[src/rtl/spi_adc_amp_responder_pkg.sv]
// Shared types and frame geometry for the SPI front-end responder (LTC6912 amp + LTC1407A ADC).
package front_end_pkg;

  typedef enum logic [1:0] {
    IDLE      = 2'd0,
    AMP_SHIFT = 2'd1,
    ADC_SHIFT = 2'd2
  } state_e;

  localparam int FRAME_LEN = 34;
  localparam int CHA_MSB   = 2;
  localparam int CHB_MSB   = 18;
  localparam int AMP_BITS  = 8;

endpackage

[src/rtl/spi_adc_amp_responder_edge_sync.sv]
// Multi-flop synchronizer plus edge detector for one asynchronous SPI pin.
module edge_sync #(
  parameter int SYNC_STAGES = 2
) (
  input  logic clk,
  input  logic rst,
  input  logic din,
  output logic level,
  output logic rise,
  output logic fall
);

  logic [SYNC_STAGES-1:0] sync_q;
  logic                   prev_q;

  always_ff @(posedge clk or negedge rst) begin
    if (!rst) begin
      sync_q <= '0;
      prev_q <= 1'b0;
      rise   <= 1'b0;
      fall   <= 1'b0;
    end else begin
      sync_q[0] <= din;
      for (int i = 1; i < SYNC_STAGES; i++) sync_q[i] <= sync_q[i-1];
      prev_q <= sync_q[SYNC_STAGES-1];
      // Registered pulses line up with level (prev_q) on the same clock.
      rise   <= sync_q[SYNC_STAGES-1] & ~prev_q;
      fall   <= ~sync_q[SYNC_STAGES-1] & prev_q;
    end
  end

  assign level = prev_q;

endmodule

[src/rtl/spi_adc_amp_responder.sv]
// SPI responder emulating an LTC6912 gain DAC and an LTC1407A dual ADC on one bus.
// Optional macro AMP_READBACK_EN: previous gain byte is returned on miso during an amp write.
module spi_adc_amp_responder #(
  parameter int DATA_W      = 14,
  parameter int FRAME_LEN   = front_end_pkg::FRAME_LEN,
  parameter int SYNC_STAGES = 2
) (
  input  logic                     clk,
  input  logic                     rst,
  input  logic                     spi_clk,
  input  logic                     mosi,
  input  logic                     cs_amp,
  input  logic                     adc_conv,
  input  logic signed [DATA_W-1:0] sample_a,
  input  logic signed [DATA_W-1:0] sample_b,
  output logic                     miso,
  output logic [3:0]               gain_a,
  output logic [3:0]               gain_b,
  output logic                     gain_valid,
  output logic                     frame_done,
  output logic                     busy
);

  import front_end_pkg::*;

  logic spi_lvl, spi_rise, spi_fall;
  logic mosi_lvl, mosi_rise, mosi_fall;
  logic cs_lvl, cs_rise, cs_fall;
  logic conv_lvl, conv_rise, conv_fall;

  edge_sync #(.SYNC_STAGES(SYNC_STAGES)) u_sync_spi (
    .clk(clk), .rst(rst), .din(spi_clk),
    .level(spi_lvl), .rise(spi_rise), .fall(spi_fall)
  );

  edge_sync #(.SYNC_STAGES(SYNC_STAGES)) u_sync_mosi (
    .clk(clk), .rst(rst), .din(mosi),
    .level(mosi_lvl), .rise(mosi_rise), .fall(mosi_fall)
  );

  edge_sync #(.SYNC_STAGES(SYNC_STAGES)) u_sync_cs (
    .clk(clk), .rst(rst), .din(cs_amp),
    .level(cs_lvl), .rise(cs_rise), .fall(cs_fall)
  );

  edge_sync #(.SYNC_STAGES(SYNC_STAGES)) u_sync_conv (
    .clk(clk), .rst(rst), .din(adc_conv),
    .level(conv_lvl), .rise(conv_rise), .fall(conv_fall)
  );

  logic unused_sync;
  assign unused_sync = ^{spi_lvl, cs_lvl, conv_lvl, conv_fall, mosi_rise, mosi_fall};

  // Whole ADC frame is built at conversion time and shifted out MSB first.
  function automatic logic [FRAME_LEN-1:0] build_frame(
    input logic signed [DATA_W-1:0] a,
    input logic signed [DATA_W-1:0] b
  );
    logic [FRAME_LEN-1:0] f;
    f = '0;
    f[FRAME_LEN-1-CHA_MSB -: DATA_W] = a;
    f[FRAME_LEN-1-CHB_MSB -: DATA_W] = b;
    return f;
  endfunction

  state_e               state;
  logic [5:0]           bit_cnt;
  logic [7:0]           amp_sr;
  logic [FRAME_LEN-1:0] frame_sr;
`ifdef AMP_READBACK_EN
  logic [7:0]           rb_sr;
`endif

  always_ff @(posedge clk or negedge rst) begin
    if (!rst) begin
      state      <= IDLE;
      bit_cnt    <= '0;
      amp_sr     <= '0;
      frame_sr   <= '0;
      miso       <= 1'b0;
      gain_a     <= '0;
      gain_b     <= '0;
      gain_valid <= 1'b0;
      frame_done <= 1'b0;
`ifdef AMP_READBACK_EN
      rb_sr      <= '0;
`endif
    end else begin
      gain_valid <= 1'b0;
      frame_done <= 1'b0;
      case (state)
        IDLE: begin
          miso <= 1'b0;
          // Amplifier select takes priority over a coincident conversion strobe.
          if (cs_fall) begin
            state   <= AMP_SHIFT;
            bit_cnt <= '0;
            amp_sr  <= '0;
`ifdef AMP_READBACK_EN
            rb_sr   <= {gain_b, gain_a};
            miso    <= gain_b[3];
`endif
          end else if (conv_rise) begin
            state    <= ADC_SHIFT;
            bit_cnt  <= '0;
            frame_sr <= build_frame(sample_a, sample_b);
          end
        end

        AMP_SHIFT: begin
          if (cs_rise) begin
            state <= IDLE;
            miso  <= 1'b0;
            if (bit_cnt == 6'(AMP_BITS)) begin
              gain_a     <= amp_sr[3:0];
              gain_b     <= amp_sr[7:4];
              gain_valid <= 1'b1;
            end
          end else begin
            if (spi_rise) begin
              amp_sr <= {amp_sr[6:0], mosi_lvl};
              if (bit_cnt != 6'(AMP_BITS)) bit_cnt <= bit_cnt + 6'd1;
            end
`ifdef AMP_READBACK_EN
            // Zero fill leaves miso low once all eight readback bits are out.
            if (spi_fall) begin
              rb_sr <= {rb_sr[6:0], 1'b0};
              miso  <= rb_sr[6];
            end
`else
            miso <= 1'b0;
`endif
          end
        end

        ADC_SHIFT: begin
          if (conv_rise) begin
            bit_cnt  <= '0;
            miso     <= 1'b0;
            frame_sr <= build_frame(sample_a, sample_b);
          end else if (spi_fall) begin
            if (bit_cnt == 6'(FRAME_LEN - 1)) begin
              state      <= IDLE;
              bit_cnt    <= '0;
              miso       <= 1'b0;
              frame_done <= 1'b1;
            end else begin
              bit_cnt  <= bit_cnt + 6'd1;
              miso     <= frame_sr[FRAME_LEN-1];
              frame_sr <= {frame_sr[FRAME_LEN-2:0], 1'b0};
            end
          end
        end

        default: state <= IDLE;
      endcase
    end
  end

  assign busy = (state != IDLE);

endmodule

[config.mk]
export PLATFORM = sky130hd
export DESIGN_NAME = spi_adc_amp_responder
export DESIGN_NICKNAME = d
export VERILOG_FILES = /design/src/rtl/spi_adc_amp_responder_pkg.sv /design/src/rtl/spi_adc_amp_responder_edge_sync.sv /design/src/rtl/spi_adc_amp_responder.sv
export SDC_FILE = /design/constraint.sdc
export NUM_CORES = 1
export LEC_CHECK = 0
export CAP_MARGIN = 20
export CORE_ASPECT_RATIO = 0.6
export CORE_MARGIN = 2
export CORE_UTILIZATION = 58
export CTS_CLUSTER_DIAMETER = 60
export CTS_CLUSTER_SIZE = 20
export DETAILED_ROUTE_END_ITERATION = 16
export GPL_TIMING_DRIVEN = 0
export PLACE_DENSITY_LB_ADDON = 0.25
export SLEW_MARGIN = 10
export SYNTH_ARGS = -nofsm -noshare
export SYNTH_HDL_FRONTEND = slang
export SYNTH_SLANG_ARGS = --single-unit
[constraint.sdc]
create_clock -name clk -period 3.75 [get_ports clk]
set_clock_uncertainty 0.2 [all_clocks]
set_input_delay 0.75 -clock clk [delete_from_list [all_inputs] [get_ports clk]]
set_output_delay 0.75 -clock clk [all_outputs]
set_load 0.02 [all_outputs]
[Word-level counts from Yosys, hierarchy flattened]
Cells that the tools add are included.
Word-level totals
  logic and storage cells: 101
  input port bits: 34
  register bits after elaboration: 78
Cells by class
  bitwise logic cells: 10
  equal/unequal tests: 18
  reductions and logical operators: 13
  mux-type cells: 37
  add/sub/neg operators: 1
Operators with widths (number)
  $mux 34: 5
  $pmux 34 s2: 1
  $mux 6: 8
  $mux 8: 3
  $pmux 6 s3: 1
  $pmux 8 s2: 1
  $mux 2: 6
  $mux 1: 10
  $ne 2x1->1 const B: 5
  $ne 2x2->1 const B: 5
  $reduce_and 5->1: 2
  $reduce_bool 2->1: 4
  $add 6x1->6 const B: 1
  $eq 6x4->1 const B: 1
  $eq 6x6->1 const B: 1
  $ne 3x1->1 const B: 2
  $ne 6x4->1 const B: 1
  $pmux 2 s3: 1
  $reduce_and 6->1: 1
  $and 1x1->1: 5
  $not 1->1: 5
  $reduce_and 4->1: 1
  $ne 3x2->1 const B: 1
  $reduce_and 3->1: 1
  other kinds (7): 7

[Logic depth before layout (Yosys ltp)]
Gate-level depths: netlist of the first run.
  depth after elaboration: 5
  depth in mapped cells: 8
  depth with buffers taken out: 6

[By module]
From an unflattened synthesis of the first run, not the netlist that was laid out.
Second synthesis, totals
  cells, all modules: 323
  area total of the unflattened synthesis: 3597.2 µm²
By module, submodules not included
  spi_adc_amp_responder: instances 1, cells each 295, area each 3036.7 µm²
  edge_sync: instances 4, cells each 7, area each 140.1 µm²

[Least setup slack after synthesis of the first run]
OpenSTA, ideal clock, no wires.
  path type: flip-flop to flip-flop
  start: register state[0]
  end: register frame_sr[27]
  path buffers: 1
  arrival: 1.771 ns
  cell stages (with the launch flop): 8
  path slack: 1.655 ns
  clock period less this slack: 2.095 ns
  required time: 3.425 ns
  path through: dfrtp_1 inv_1 ha_1 nor2b_1 nand2_1 o21ai_1 buf_2 mux2_2
On the way
  cells in the longest elaborated chain, start to end: 3
  elaborated cells between the ends (all ways): 9
  those cells by class: eq/ne (5); mux (1); reduce/logical (3)
RTL lines
  from (decl): line spi_adc_amp_responder.sv:66  | state_e state;
  from (signal assigned): line spi_adc_amp_responder.sv:76  | state <= IDLE;
  from (signal assigned): line spi_adc_amp_responder.sv:96  | state <= AMP_SHIFT;
  from (signal assigned): line spi_adc_amp_responder.sv:104  | state <= ADC_SHIFT;
  $eq 2x2->1 or $logic_not 2->1 (tied branches): line spi_adc_amp_responder.sv:91  | case (state)
  $ne 3x2->1 (no source line), or another cell as far along
  $reduce_and 5->1 (no source line)
  to (signal assigned): line spi_adc_amp_responder.sv:106  | frame_sr <= build_frame(sample_a, sample_b);
  to (signal assigned): line spi_adc_amp_responder.sv:140  | frame_sr <= build_frame(sample_a, sample_b);
  to (signal assigned): line spi_adc_amp_responder.sv:150  | frame_sr <= {frame_sr[FRAME_LEN-2:0], 1'b0};
  to (decl): line spi_adc_amp_responder.sv:69  | logic [FRAME_LEN-1:0] frame_sr;
Parallel ways exist; a longest one is shown, timed or not.
A chain may end at the register's enable or synchronous reset.

[Final worst setup path of the first run]
  start: register state[0]
  end: output busy
On the way
  cells in the longest elaborated chain, start to end: 1
RTL lines
  $reduce_bool 2->1: line spi_adc_amp_responder.sv:160  | assign busy = (state != IDLE);
  to (decl): line spi_adc_amp_responder.sv:21  | output logic busy
Every way passes these cells.

==> results.txt, run 1 <==
The flow ran to the end, and the final reports show no timing, DRC or antenna violations. In this run, post-CTS hold repair placed 0 buffers. The run gives 2,363 as the total number of vias.

The first TritonRoute pass finished after 4 iterations. The library cells used most frequently in the layout, excluding fill and tap cells, are 105 x sky130_fd_sc_hd__nand2_1, 76 x sky130_fd_sc_hd__dfrtp_1, 44 x sky130_fd_sc_hd__clkdlybuf4s50_1. The max-capacitance violation count was 0.

Entering global routing, the biggest net connects 57 pins. The run gives 0.924 mW as the switching power total. After synthesis the cells add up to 3380 sq um. Arrival time reported for the critical path endpoint: 1.81 ns. The most used cell along the critical path is sky130_fd_sc_hd__inv_1. Setup repair after global routing left no endpoint under its margin.

Clock latency on the worst-skew pair, taken at its later pin, is 0.35 ns. Summing the areas of all compound-gate instances in the mapped netlist gives 6.30% of the synthesized area. The synthesized net count was 359. The tools report the global-route wire length before repair as 10,800 um. The logs give 34 for the number of different library cells in the post-synthesis netlist and 0 for the number of gates given a new drive strength after cts. The cell family contributing the most delay on the critical path is buffers and inverters.

Counting I/O delays and the setup requirement, the final critical path takes 2.76 ns. The average vias per placed instance is 5.14. Cell type of the slowest stage on the worst timing path: sky130_fd_sc_hd__clkdlybuf4s50_1. Clock-pin slew was measured on the worst setup and hold paths at 0.08 ns.

The critical path in this run is classified as reg2out. The number of cells produced by synthesis is 318, and the die boundary height is 63.1 um. The area of all placed cells without fillers came out at 4160 sq um. The tools report the first-iteration detailed-routing DRC count as 135. TritonCTS built the clock tree.

Summing the areas of all and, or, nand and nor instances in the mapped netlist gives 17.2% of the synthesized area. The clock passes through at most 2 buffers. The path class of the lowest-slack min-delay path was in2async.

The fraction of the mapped netlist area in adder cells was 2.59%. Counting flops and latches in the post-synthesis netlist gives 76. The area growth from synthesis to layout is 23.1%. After floorplanning, the core was divided into 21 placement rows. The congestion estimate from routability-driven global placement came to 0.877. In this run the power density over the cells is 647 nW/um^2.

The tools report the net total in the final layout as 416. In this run the tool buffered the top-level ports with 45 buffer cells. The post-detailed-route DRC marker count is 0. The detailed placement HPWL is 4420 um, and the clock share of power is 23.4%. The tools report the tightest hold margin as 0.0769 ns. Headroom to the max-slew limit came out at 61.7%. The part of the power in registers was 41.8%. In the global route stage, overall resource usage came out at 21.8%.

Stage delay of the slowest cell on the critical path: 0.54 ns. The static leakage power was 1.95 nW. Critical path launch point type: a register. Of the cells placed in the final design, the portion with a size suffix greater than 1 is 16.1%. The region available for standard cell placement spans 5600 sq um. Derived from the worst setup path, the maximum achievable clock frequency is 363 MHz. The tools report the data required time at the worst endpoint as 2.80 ns.

A synthesized cell averages 10.6 sq um. The part of the cycle the worst path needs is 73.5%. The area of the die came out at 6470 sq um. STA classifies the critical path endpoint as an output pin. The number of global-route vias before repair is 2,276, and the routed wire length is 6180 um. CTS saw 76 sinks. For the number of slew-limit violations in the final report, the log shows 0. The logs give 1.76 mW for the internal power of the cells and 0 for the total setup buffers inserted after CTS.

The share of total power dissipated in combinational logic is 34.8%. The logs give 3950 sq um for the cell area reported after detailed placement and 46 for the number of top-level pins. The run gives 0.000298 V as the maximum vdd drop. Most frequent standard cell in the layout excluding fill and tap cells: sky130_fd_sc_hd__nand2_1. The multiplexer share of the synthesized area was 14.3%.

The tree is rooted in a sky130_fd_sc_hd__clkbuf_8. The proportion of synthesized chip area in sequential cells is 56.3%, and the initial antenna violation count is 0. The clock tree synthesis step divided the H-tree into 3 levels. The count of endpoints failing hold in the final timing report is 0, and the number of setup violations in the final report is 0. In the final routed layout, each cell accounts on average for 13.4 um.

By area, the combinational part of the netlist is dominated by simple AND/OR/NAND/NOR gates. The run gives 444 as the number of cells in the design after placement. The number of diodes added for antenna fixing came out at 0. The floorplan step set the die width to 102 um.

The count of nets left with antenna violations once routing finished came out at 0. For the starting density of the core, the log shows 60.3%. The clock buffer count from CTS was 9; the slew at the pin with the worst max-slew slack was 0.575 ns. The number of synthesis warnings came out at 0. The maximum fanout count along the critical path is 7, and the final standard cell count with taps included and fillers excluded is 460.

The net switching share of the total power came out at 34.4%. Traced cell by cell, the critical path runs through inv_1, ha_1, inv_1, clkdlybuf4s50_1. Of the total synthesized cell area, the portion taken by XOR and XNOR cells is 0%. Share of the core filled with cells in the final layout: 74.3%. Global routing finished with a remaining overflow of 0. Sum of buffers and inverters on the critical path: 3.
## cell usage after synthesis
master,number,area [sq um]
sky130_fd_sc_hd__a311o_1,1,10.0
sky130_fd_sc_hd__o221a_4,1,20.0
sky130_fd_sc_hd__ha_1,7,87.6
sky130_fd_sc_hd__or3_1,1,6.26
sky130_fd_sc_hd__a21oi_1,1,5.00
sky130_fd_sc_hd__o221ai_1,1,8.76
sky130_fd_sc_hd__mux2_2,35,394
sky130_fd_sc_hd__o41ai_1,2,17.5
sky130_fd_sc_hd__a21o_1,1,7.51
sky130_fd_sc_hd__nor2_1,2,7.51
sky130_fd_sc_hd__o22ai_1,3,18.8
sky130_fd_sc_hd__mux2i_1,9,90.1
sky130_fd_sc_hd__and3_1,1,6.26
sky130_fd_sc_hd__nand2b_1,7,43.8
sky130_fd_sc_hd__nor3_2,1,10.0
sky130_fd_sc_hd__nand3_1,2,10.0
sky130_fd_sc_hd__a2111oi_2,1,15.0
sky130_fd_sc_hd__or4b_4,1,13.8
sky130_fd_sc_hd__nand4b_1,1,8.76
sky130_fd_sc_hd__inv_1,16,60.1
sky130_fd_sc_hd__clkbuf_1,8,30.0
sky130_fd_sc_hd__nor3_1,4,20.0
sky130_fd_sc_hd__nand2_1,105,394
sky130_fd_sc_hd__o211a_1,1,10.0
sky130_fd_sc_hd__a211o_1,1,8.76
sky130_fd_sc_hd__o21ai_1,1,5.00
sky130_fd_sc_hd__dfrtp_1,76,1900
sky130_fd_sc_hd__o31a_1,1,8.76
sky130_fd_sc_hd__a2111oi_0,2,17.5
sky130_fd_sc_hd__o21ai_0,12,60.1
sky130_fd_sc_hd__nand3b_1,1,7.51
sky130_fd_sc_hd__buf_2,4,20.0
sky130_fd_sc_hd__nor2b_1,7,43.8
sky130_fd_sc_hd__and2b_1,1,7.51
## through the flow
stage                     total power, mW  TNS [ns]  worst slack, ns
after floorplan                      1.82         0             1.65
after global placement               2.03    -63.25           -0.838
after detailed placement             2.07         0             1.30
after CTS                            2.71         0            0.982
after global routing                 2.89         0            0.936
final                                2.69         0            0.995
## routing by layer
metal / track usage (%) / part of all wire, % / vias up
met5: 0 / 0 / -
met4: 8.50 / 1.4 / 0
met3: 4.99 / 3.9 / 9
met2: 31.2 / 44 / 43
met1: 32.6 / 51 / 1144
li1: - / - / 1167
## cell families (layout without fill, tap and decap cells)
group	after synthesis	after routing
AO/OA/AOI/OAI	29	29
adder cells (fa/ha/maj)	7	7
buffers and inverters	28	90
flip-flops	76	76
multiplexers	44	44
AND/OR/NAND/NOR	134	134
## state kept, by name, indices dropped and copies added, names as in the netlist, 2 cells and up
signal,flops
u_sync_cs.sync_q,2
u_sync_spi.sync_q,2
gain_b,4
frame_sr,32
u_sync_mosi.sync_q,2
state,2
gain_a,4
bit_cnt,6
amp_sr,8
u_sync_conv.sync_q,2
## path summary, 6_finish.rpt
kind | start | end | slack (ns) | cells past startpoint
min in group clk | u_sync_cs.sync_q[0]$_DFF_PN0_ | u_sync_cs.sync_q[1]$_DFF_PN0_ | 0.15 | 0
min reg2reg | u_sync_cs.sync_q[0]$_DFF_PN0_ | u_sync_cs.sync_q[1]$_DFF_PN0_ | 0.15 | 0
max in group asynchronous | rst | frame_sr[27]$_DFFE_PN0P_ | 2.72 | 2
max reg2reg | state[0]$_DFFE_PN0P_ | frame_sr[31]$_DFFE_PN0P_ | 1.26 | 7
max | state[0]$_DFFE_PN0P_ | busy | 0.99 | 4
min | rst | bit_cnt[3]$_DFFE_PN0P_ | 0.08 | 1
## final cells by class
cell class                      count  area [sq um]
Tap cell                           80           100
Clock inverter                      7          81.3
Buffer                             12          50.0
Sequential cell                    76          1900
Inverter                           16          60.1
Clock buffer                        9           124
Multi-Input combinational cell    214          1360
Timing Repair Buffer               46           475
Fill cell                         417          1440
## power by group through the flow
stage          Combinational [mW]  Sequential, mW  Clock [mW]
2_1_floorplan               0.709            1.11           0
3_3_place_gp                0.899            1.13           0
3_5_place_dp                0.932            1.14           0
4_1_cts                     0.940            1.12       0.645
5_1_grt                      1.06            1.15       0.680
6_report                    0.935            1.12       0.628
(Power assumes the default switching activity.)
==> inputs of run 2 (changes only) <==
--- a/config.mk
+++ b/config.mk
@@ -8,7 +8,7 @@
 export CAP_MARGIN = 20
 export CORE_ASPECT_RATIO = 0.6
 export CORE_MARGIN = 2
-export CORE_UTILIZATION = 58
+export CORE_UTILIZATION = 49
 export CTS_CLUSTER_DIAMETER = 60
 export CTS_CLUSTER_SIZE = 20
 export DETAILED_ROUTE_END_ITERATION = 16
==> constraint.sdc (replaced) <==
create_clock -name clk -period 2.4 [get_ports clk]
set_clock_uncertainty 0.2 [all_clocks]
set_input_delay 0.48 -clock clk [delete_from_list [all_inputs] [get_ports clk]]
set_output_delay 0.48 -clock clk [all_outputs]
set_load 0.02 [all_outputs]
==> run 2 against run 1 <==
  * Critical endpoint is now bit_cnt[2]$_DFFE_PN0P_
  * Worst hold slack better by 0.069 ns
  * Design area increased by 3.8%
  * Non-clock buffer count grew 1
  * Global-route usage down 4.3 points
  * Die area up 17%
  * Register-to-register slack worse by 1.2 ns
  * Routed wire length is 1.1% higher
  * Via count decreased by 0.85%
==> results.txt, run 2 (same netlist as run 1, synthesis figures left out) <==
The stage delay of the slowest cell on the critical path is 0.41 ns (was 0.54 ns), and the clock buffer count from CTS is 9 (unchanged). The run gives 50.6% (was 60.3%) as the starting density of the core. TritonCTS built the clock tree. The logs give 64.6% (was 74.3%) for the share of the core filled with cells in the final layout and 3 (unchanged) for the H-tree level count.

The worst hold path passes through 0 cells. The net total in the final layout is 417 (was 416), and the count of cell instances traversed by the critical path is 6 (was 4). The count of endpoints failing hold in the final timing report was 0 (unchanged); the flip-flop count of the largest register after layout was 32 (unchanged).

For the number of top-level pins, the log shows 46 (unchanged). The part of the cycle the worst path needs was 95.5%; the total number of vias was 2,343 (was 2,363). The number of slew-limit violations in the final report came out at 0 (unchanged). The sum of buffers and inverters on the critical path is 1 (was 3).

Maximum number of pins on one net before global-route repair: 40 (was 57). For the area of the die, the log shows 7590 sq um (was 6470 sq um). The dominant delay contributor by cell family on the critical path was compound AO/OA/AOI/OAI gates (was buffers and inverters). Biggest registers after layout: frame_sr x32, amp_sr x8, bit_cnt x6 (unchanged).

The maximum fanout count along the critical path is 7 (unchanged), and the static leakage power is 2.00 nW (was 1.95 nW). The area of all placed cells without fillers was 4310 sq um (was 4160 sq um); the post-detailed-route DRC marker count was 0 (unchanged). The most used routing layer in global routing was met1 (unchanged).

Number of diodes added for antenna fixing: 0 (unchanged). Number of global-route vias before repair: 2,095 (was 2,276). The die boundary height was 68.3 um (was 63.1 um). Most frequent standard cell in the layout excluding fill and tap cells: sky130_fd_sc_hd__nand2_1 (unchanged).

The run gives 0.854 (was 0.877) as the placer congestion estimate. The share of final-layout standard cells stronger than drive strength 1 was 16.8% (was 16.1%). The slew at the pin with the worst max-slew slack was 0.530 ns (was 0.575 ns). The category of the critical setup timing path is reg2reg (was reg2out).

The tools report the number of setup violations in the final report as 0 (unchanged). The path depth of the worst reg2reg path is 6 (was 7). The worst-case setup margin in the final layout came out at 0.109 ns (was 0.995 ns). The number of sinks handled by clock tree synthesis is 76 (unchanged), and the overall track demand over capacity in global routing is 17.6% (was 21.8%). Based on the critical path, the design can be clocked at up to 437 MHz. Critical path launch point type: a register (unchanged). The clock transition at the registers of the reported paths came out at 0.06 ns (was 0.08 ns).

The post-layout minimum cycle time was 2.29 ns. Sum of overflow across all layers after global routing: 0 (unchanged). Met2 usage: 23.7% (was 31.2%). The root buffer cell is sky130_fd_sc_hd__clkbuf_16 (was sky130_fd_sc_hd__clkbuf_8).

The per-cell routed wire length is 13.3 um (was 13.4 um), and the post-synthesis to final-layout area growth is 27.8% (was 23.1%). The detailed placement HPWL is 4380 um (was 4420 um), and the cell area reported after detailed placement is 3950 sq um (about the same). The first-iteration detailed-routing DRC count came out at 146 (was 135).

The core box area was 6680 sq um (was 5600 sq um); the clock latency on the worst-skew pair was 0.34 ns (was 0.35 ns). The run gives -0.00638 ns (was 1.30 ns) as the worst-case setup slack after placement. Fraction of met1 tracks used by global routing: 25.3% (was 32.6%).

The worst-case headroom to the max-slew limit came out at 64.7% (was 61.7%). Routed wire length: 6250 um (was 6180 um). Setup repair after global routing left no endpoint under its margin. The number of core rows was 23 (was 21).

The tools report the type of element capturing the critical path as a register (was an output pin). Commonest cells after routing, fill and taps aside: 104 x sky130_fd_sc_hd__nand2_1, 76 x sky130_fd_sc_hd__dfrtp_1, 43 x sky130_fd_sc_hd__clkdlybuf4s50_1 (was 105 x sky130_fd_sc_hd__nand2_1, 76 x sky130_fd_sc_hd__dfrtp_1, 44 x sky130_fd_sc_hd__clkdlybuf4s50_1). The register containing the most flip-flops in the final layout was frame_sr (unchanged).

The number of buffers on the longest clock path is 2 (unchanged), and the maximum vdd drop is 0.000642 V (was 0.000298 V). The cell type of the slowest stage on the worst timing path was sky130_fd_sc_hd__a2111oi_2 (was sky130_fd_sc_hd__clkdlybuf4s50_1). Total power divided by cell area: 1090 nW/um^2 (was 647 nW/um^2). The count of antenna-violating nets left after detailed routing came out at 0 (unchanged).

The logs give 2.29 ns (was 1.81 ns) for the arrival time reported for the critical path endpoint and 0.146 ns (was 0.0769 ns) for the tightest hold margin. Crit path cell chain: inv_1, ha_1, or3_1, o221a_4, a2111oi_2, o22ai_1 (was inv_1, ha_1, inv_1, clkdlybuf4s50_1). The number of search-and-repair iterations in the first detailed-routing pass is 4 (unchanged). The path class of the lowest-slack min-delay path was reg2reg (was in2async).

For the overall power of the completed layout, the log shows 4.68 mW (was 2.69 mW). The flow ran to the end, and the final reports show no timing, DRC or antenna violations. The number of input and output port buffers inserted was 45 (unchanged). The data required time at the worst endpoint was 2.40 ns (was 2.80 ns); the die width was 111 um (was 102 um). For the initial antenna violation count, the log shows 0 (unchanged). The average vias per placed instance is 5.01 (was 5.14). The met3 usage was 8.33% (was 4.99%). For the global-route wire length before repair, the log shows 10,100 um (was 10,800 um). The max-capacitance violation count was 0 (unchanged).
-- run 2: cell count changes in the layout (fill, tap and decap cells not counted), moves of 3 or more --
cell	previous run	this run
sky130_fd_sc_hd__clkbuf_16	0	9
sky130_fd_sc_hd__clkbuf_8	9	1
sky130_fd_sc_hd__buf_4	1	4
sky130_fd_sc_hd__inv_6	3	0
sky130_fd_sc_hd__buf_2	4	1
-- run 2: power by group --
part	internal [mW]	switching (mW)
clock network	0.941	0.508
logic	0.680	0.798
registers	1.59	0.163
total	3.22	1.47
-- run 2: through the flow --
stage	TNS (ns)	instances
global route	0	468
CTS	0	468
finish	0	468
detailed placement	-0.0231	451
global placement	-149.95	450
floorplan	0	318
-- run 2: worst paths after layout --
kind	start	endpoint	slack [ns]
worst max-delay path	state[1]$_DFFE_PN0P_	bit_cnt[2]$_DFFE_PN0P_	0.11
worst min-delay path	u_sync_conv.sync_q[0]$_DFF_PN0_	u_sync_conv.sync_q[1]$_DFF_PN0_	0.15
worst max register to register	state[1]$_DFFE_PN0P_	bit_cnt[2]$_DFFE_PN0P_	0.11
worst min register to register	u_sync_conv.sync_q[0]$_DFF_PN0_	u_sync_conv.sync_q[1]$_DFF_PN0_	0.15
max in group asynchronous	rst	frame_sr[30]$_DFFE_PN0P_	0.98
min in group asynchronous	rst	gain_a[1]$_DFFE_PN0P_	0.45
-- run 2: metal layers --
layer | wire length, um | vias to the layer above
met4 | 57 | 0
met3 | 321 | 7
met1 | 3240 | 1119
li1 | - | 1178
met2 | 2630 | 39
met5 | 0 | -
-- run 2: cell type report --
| type | count | area [sq um] |
|---|---|---|
| Fill cell | 534 | 2360 |
| Sequential cell | 76 | 1900 |
| Multi-Input combinational cell | 214 | 1380 |
| Timing Repair Buffer | 47 | 477 |
| Clock buffer | 11 | 243 |
| Tap cell | 87 | 109 |
| Clock inverter | 5 | 85.1 |
| Inverter | 16 | 60.1 |
| Buffer | 12 | 58.8 |
-- run 2: repair_timing --
action	4_1_cts	5_1_grt
hold buffers	1	0
buffers inserted	0	0
endpoints found under the setup margin	14	39
endpoints found under the hold margin	37	0
resized for setup	4	8
